===== config.mk =====
export PLATFORM = sky130hd
export DESIGN_NAME = axi_stall_ctrl
export DESIGN_NICKNAME = d
export VERILOG_FILES = /design/src/rtl/axi_stall_ctrl.sv
export SDC_FILE = /design/constraint.sdc
export NUM_CORES = 1
export LEC_CHECK = 0
export ABC_AREA = 0
export BUFFER_PORTS_ARGS = -buffer_cell sky130_fd_sc_hd__buf_4
export CORE_ASPECT_RATIO = 0.5
export CORE_MARGIN = 5
export CORE_UTILIZATION = 40
export DETAILED_ROUTE_END_ITERATION = 7
export PLACE_DENSITY = 0.6
export REMOVE_ABC_BUFFERS = 1
export SYNTH_ARGS = -nofsm -noshare
export SYNTH_HDL_FRONTEND = slang
export SYNTH_SLANG_ARGS = --single-unit

===== constraint.sdc =====
create_clock -name clk_i -period 4.6 [get_ports clk_i]
set_clock_uncertainty 0.1 [all_clocks]
set_input_delay 0 -clock clk_i [delete_from_list [all_inputs] [get_ports clk_i]]
set_output_delay 0 -clock clk_i [all_outputs]
set_load 0.01 [all_outputs]

===== src/rtl/axi_stall_ctrl.sv =====
// Valid/ready stall injector: holds each upstream request for a fixed or
// LFSR-randomised number of cycles before presenting it downstream.
module axi_stall_ctrl #(
  parameter int unsigned DelayWidth = 8,
  parameter logic [15:0] LfsrSeed   = 16'hACE1,
  parameter int unsigned CntWidth   = 32
) (
  input  logic                  clk_i,
  input  logic                  rst_i,
  input  logic                  en_i,
  input  logic                  rand_i,
  input  logic [DelayWidth-1:0] delay_i,
  input  logic                  clear_i,
  input  logic                  valid_i,
  output logic                  ready_o,
  output logic                  valid_o,
  input  logic                  ready_i,
  output logic [CntWidth-1:0]   stall_cnt_o,
  output logic                  err_o
);

  typedef enum logic [1:0] {IDLE, COUNT, PASS} state_e;

  // Galois taps for x^16+x^14+x^13+x^11+1, right-shifting form
  localparam logic [15:0] LfsrTaps = 16'hB400;

  state_e                state_q, state_d;
  logic [DelayWidth-1:0] cnt_q, cnt_d;
  logic [DelayWidth-1:0] load_val;
  logic [15:0]           lfsr_q, lfsr_d, lfsr_step;
  logic [CntWidth-1:0]   stall_q, stall_d;
  logic                  err_q, err_d;
  logic                  err_ev, stall_ev;

  assign lfsr_step = {1'b0, lfsr_q[15:1]} ^ (lfsr_q[0] ? LfsrTaps : 16'h0000);
  assign load_val  = rand_i ? (lfsr_q[DelayWidth-1:0] & delay_i) : delay_i;

  always_comb begin
    state_d = state_q;
    cnt_d   = cnt_q;
    lfsr_d  = lfsr_q;
    valid_o = 1'b0;
    ready_o = 1'b0;
    err_ev  = 1'b0;
    unique case (state_q)
      IDLE: begin
        if (en_i) begin
          if (valid_i) begin
            state_d = COUNT;
            cnt_d   = load_val;
            lfsr_d  = lfsr_step;
          end
        end else begin
          valid_o = valid_i;
          ready_o = ready_i;
          // a valid already shown downstream must be held until accepted
          if (valid_i && !ready_i) state_d = PASS;
        end
      end
      COUNT: begin
        if (!valid_i) begin
          err_ev  = 1'b1;
          state_d = IDLE;
        end else if (cnt_q == '0) begin
          state_d = PASS;
        end else begin
          cnt_d = cnt_q - DelayWidth'(1);
        end
      end
      PASS: begin
        valid_o = 1'b1;
        ready_o = ready_i;
        if (!valid_i) begin
          err_ev  = 1'b1;
          state_d = IDLE;
        end else if (ready_i) begin
          state_d = IDLE;
        end
      end
      default: state_d = IDLE;
    endcase
    if (rst_i) begin
      valid_o = 1'b0;
      ready_o = 1'b0;
    end
  end

  assign stall_ev = valid_i && !ready_o;

  always_comb begin
    stall_d = stall_q;
    if (clear_i)                      stall_d = '0;
    else if (stall_ev && !(&stall_q)) stall_d = stall_q + CntWidth'(1);
    // an error in the same cycle as a clear must survive it
    err_d = err_ev || (err_q && !clear_i);
  end

  always_ff @(posedge clk_i) begin
    if (rst_i) begin
      state_q <= IDLE;
      cnt_q   <= '0;
      lfsr_q  <= LfsrSeed;
      stall_q <= '0;
      err_q   <= 1'b0;
    end else begin
      state_q <= state_d;
      cnt_q   <= cnt_d;
      lfsr_q  <= lfsr_d;
      stall_q <= stall_d;
      err_q   <= err_d;
    end
  end

  assign stall_cnt_o = stall_q;
  assign err_o       = err_q;

endmodule


==> results.md <==
- Status: complete, no violations
- Worst path top cell family by delay: simple AND/OR/NAND/NOR gates
- Postcts setup bufs: 0
- Pwr Density: 384 nW/µm²
- DR vias/cell: 5.52
- Relative slew slack: 40.1%
- Worst slew pin tran: 894 ps
- Critical path peak fanout: 11
- Type of the most critical hold path: input port to register
- Highest clock rate: 366 MHz
- Routed WL: 8.05 mm
- CTS tree: built
- Netlist cell types: 56
- Post-cts sizing count: 0
- Multi-input logic area: 1830 µm²
- Placer Congestion: 0.805
- Avg Cell Area, Syn: 7.91 µm²
- Cell-by-cell trace of the critical path: ha_1 > nand4_1 > nor4_1 > buf_4 > nand4b_1 > or4_1 > a21oi_1
- Overflow after GRT: 0
- Power Internal: 1.08 mW
- Clock insertion delay at the later pin of the skew report: 320 ps
- Antenna Cells: 0
- Post-synth EDFFs: 0
- CP Launch Type: register
- Hold path startpoint: delay_i[2]
- Maximum VDD drop: 0.000213 V
- Synthesized area: 3140 µm²
- Area growth syn-to-layout: 24.4%
- Post-route insts no fill: 552
- Worst endpoint data arrival time: 2880 ps
- Slowest-stage cell, CP: or4_1
- Antenna-violating nets left: 0
- TritonCTS Buffers: 9
- Switching fraction of total power: 27.8%
- Clk buf depth: 2
- Post-DP HPWL: 5.68 mm
- Detailed-route via count: 3049
- GR Util All Layers: 16.6%
- Initial antenna violation count: 0
- Critical R2R Launch: stall_cnt_o[0]$_SDFFE_PP0P_
- Hold EP: cnt_q[2]$_SDFFE_PP0P_
- Post-Synthesis Cells: 397
- Combinational Power Share: 19.0%
- Final Setup Violations: 0
- First-pass GRT wire length: 13.2 mm
- Iter 0 DRT Violations: 223
- First drt pass iteration count: 5
- Final worst path period need: 2730 ps
- Final TNS setup: 0 ps
- Hold Fails Final Rpt: 0
- Hold_buf cts: 5
- Clock transition at path regs: 50 ps
- Die area: 9830 µm²
- Critical Path Sink Type: register
- Switch Pwr: 0.418 mW
- I/O Pins: 50
- CTS root buf: clkbuf_16
- Die X-Extent: 135 µm
- Average wire per standard cell: 14.6 µm
- Asr flop ratio synth: 0%
- Worst r2r dst: stall_cnt_o[28]$_SDFFE_PP0P_
- Fraction of layout cells with a size suffix above 1: 18.5%
- Post-synthesis sequential area ratio: 37.6%
- Worst Hold Depth: 5
- Number of global-route vias before repair: 2806
- Nets: 463
- Reg2Reg Depth: 7
- R2R Setup Slk: 1870 ps
- RSZ-0062 raised after global routing: no
- Drt drc: 0
- Overall power: 1.50 mW
- Worst Setup Path Type: register to register
- Top FF cell, synth: dfxtp_1
- Clk sinks: 59
- Flip-flop and latch count after synthesis: 59
- CTS H-tree lvls: 3
- Starting Density: 42.0%
- CP bufs+invs: 1
- Syn. warnings: 0
- Max-cap violations: 0
- Fin. max-slew vios: 0
- # fillers: 745
- Core area: 7490 µm²
- Register area: 1180 µm²
- Pin count of the biggest net entering global routing: 37
- Max incr delay on CP: 510 ps
- Fin crit share: 59.4%
- IO buf count: 49
- Clock share of power: 42.6%
- Part of the power in registers: 38.4%
- Die height: 72.7 µm
- Leakage: 1.46 nW
- Data required, critical path: 4740 ps
- Row cnt: 22
- Placed Cells: 533
tightest hold or removal path, cell delays in order:
cell,delay [ps]
buf_4,110
o21ai_0,70
o21ai_0,70
nand2_1,70
a21oi_1,60
flip-flops by register name, summed over array words and instances (netlist names):
| name | flops |
|---|---|
| state_q | 2 |
| lfsr_q | 16 |
| err_o | 1 |
| stall_cnt_o | 32 |
| cnt_q | 8 |
through the flow:
| step | util [%] | worst slack, ps | area (µm²) | hold slack [ps] |
|---|---|---|---|---|
| 6_report | 52.2 | 1870 | 3910 | 11.1 |
| 5_1_grt | 52.2 | 1610 | 3910 | 17.8 |
| 4_1_cts | 52.2 | 1890 | 3910 | 4.10 |
| 3_5_place_dp | 47.8 | 1920 | 3580 | 223 |
| 3_3_place_gp | 47.8 | 2040 | 3580 | 215 |
| 2_1_floorplan | - | 1530 | 3050 | -52.5 |
cells in the final DEF (no fill, tap or decap), types with 2 or more instances in the layout:
master and count:
nand3_1 13, a31o_2 7, nor2_1 36, a211o_1 3
nand3b_1 9, and3_1 2, o311ai_0 2, a2111oi_0 2
inv_1 12, nand2b_1 4, a21boi_0 3, nor4_1 2
o21ai_0 20, a31oi_1 5, o31ai_1 3, a21oi_1 35
nor2b_1 4, nand2_1 56, xnor2_1 11, a41o_1 2
nor3_1 6, nand4_1 11, clkinv_2 2, or3_1 8
a211oi_1 11, o41ai_1 4, or2_2 2, a41oi_1 2
ha_1 7, dfxtp_1 59, mux2i_1 3, or4_1 3
and4_1 4, and2_1 3, dlygate4sd3_1 5, clkbuf_16 9
buf_4 51
cells by family (layout without fill, tap and decap cells):
| family | Yosys count | in the layout | synth area share, % |
|---|---|---|---|
| AND/OR/NAND/NOR | 174 | 174 | 28.6 |
| AO/OA/AOI/OAI | 107 | 107 | 22.5 |
| flip-flops | 59 | 59 | 37.6 |
| buffers and inverters | 35 | 82 | 4.26 |
| XOR/XNOR | 12 | 12 | 3.35 |
| adder cells (fa/ha/maj) | 7 | 7 | 2.79 |
| multiplexers | 3 | 3 | 0.956 |
layout make-up:
type                            count  area share (%)
Tap cell                          108            3.46
Clock inverter                      3            1.02
Multi-Input combinational cell    303            46.9
Clock buffer                       11            6.21
Timing Repair Buffer               56            11.1
Inverter                           12            1.15
Sequential cell                    59            30.2
power by group through the flow:
stage	combinational, mW	sequential (mW)	clock (mW)
after floorplan	0.201	0.581	0
after global placement	0.271	0.585	0
after detailed placement	0.282	0.586	0
after CTS	0.287	0.576	0.657
after global routing	0.326	0.580	0.684
final	0.285	0.577	0.641
per-layer routing:
metal  GRT usage (%)  share of wire (%)  vias to the layer above
met4            5.36               0.44                        0
met5               0                  0                        -
li1                -                  -                     1543
met3            5.37                5.9                        2
met1            20.8                 47                     1431
met2            27.5                 47                       73
Yosys cell counts (all sizes together) (3+ instances only):
cell type  count  share of area [%]
dfxtp         59                 38
nand2         56                6.7
nor2          36                4.3
a21oi         35                5.6
clkbuf        20                2.4
o21ai         20                3.2
nand3         13                2.1
a211oi        12                3.0
inv           12                1.4
nand4         12                2.6
xnor2         11                3.1
nand3b         9                2.2
or3            8                1.6
a31o           7                2.0
ha             7                2.8
nor3           7                1.1
a31oi          5                1.0
and4           5                1.4
nand2b         4               0.80
nor2b          4               0.80
o41ai          4                1.1
or4            4                1.1
a211o          3               0.84
a21boi         3               0.72
a41o           3                1.0
and2           3               0.60
buf            3               0.40
mux2i          3               0.96
nor4           3               0.80
o31ai          3               0.72
worst max path at each step:
stage,startpoint,endpoint,slack [ps],cells past startpoint
3_3_place_gp,stall_cnt_o[0]$_SDFFE_PP0P_,stall_cnt_o[28]$_SDFFE_PP0P_,2040,7
5_1_grt,stall_cnt_o[0]$_SDFFE_PP0P_,stall_cnt_o[30]$_SDFFE_PP0P_,1610,7
3_5_place_dp,stall_cnt_o[0]$_SDFFE_PP0P_,stall_cnt_o[30]$_SDFFE_PP0P_,1920,7
4_1_cts,stall_cnt_o[0]$_SDFFE_PP0P_,stall_cnt_o[28]$_SDFFE_PP0P_,1890,7
2_1_floorplan,stall_cnt_o[0]$_SDFFE_PP0P_,stall_cnt_o[30]$_SDFFE_PP0P_,1530,6
6_report,stall_cnt_o[0]$_SDFFE_PP0P_,stall_cnt_o[28]$_SDFFE_PP0P_,1870,7
(Power assumes the default switching activity.)
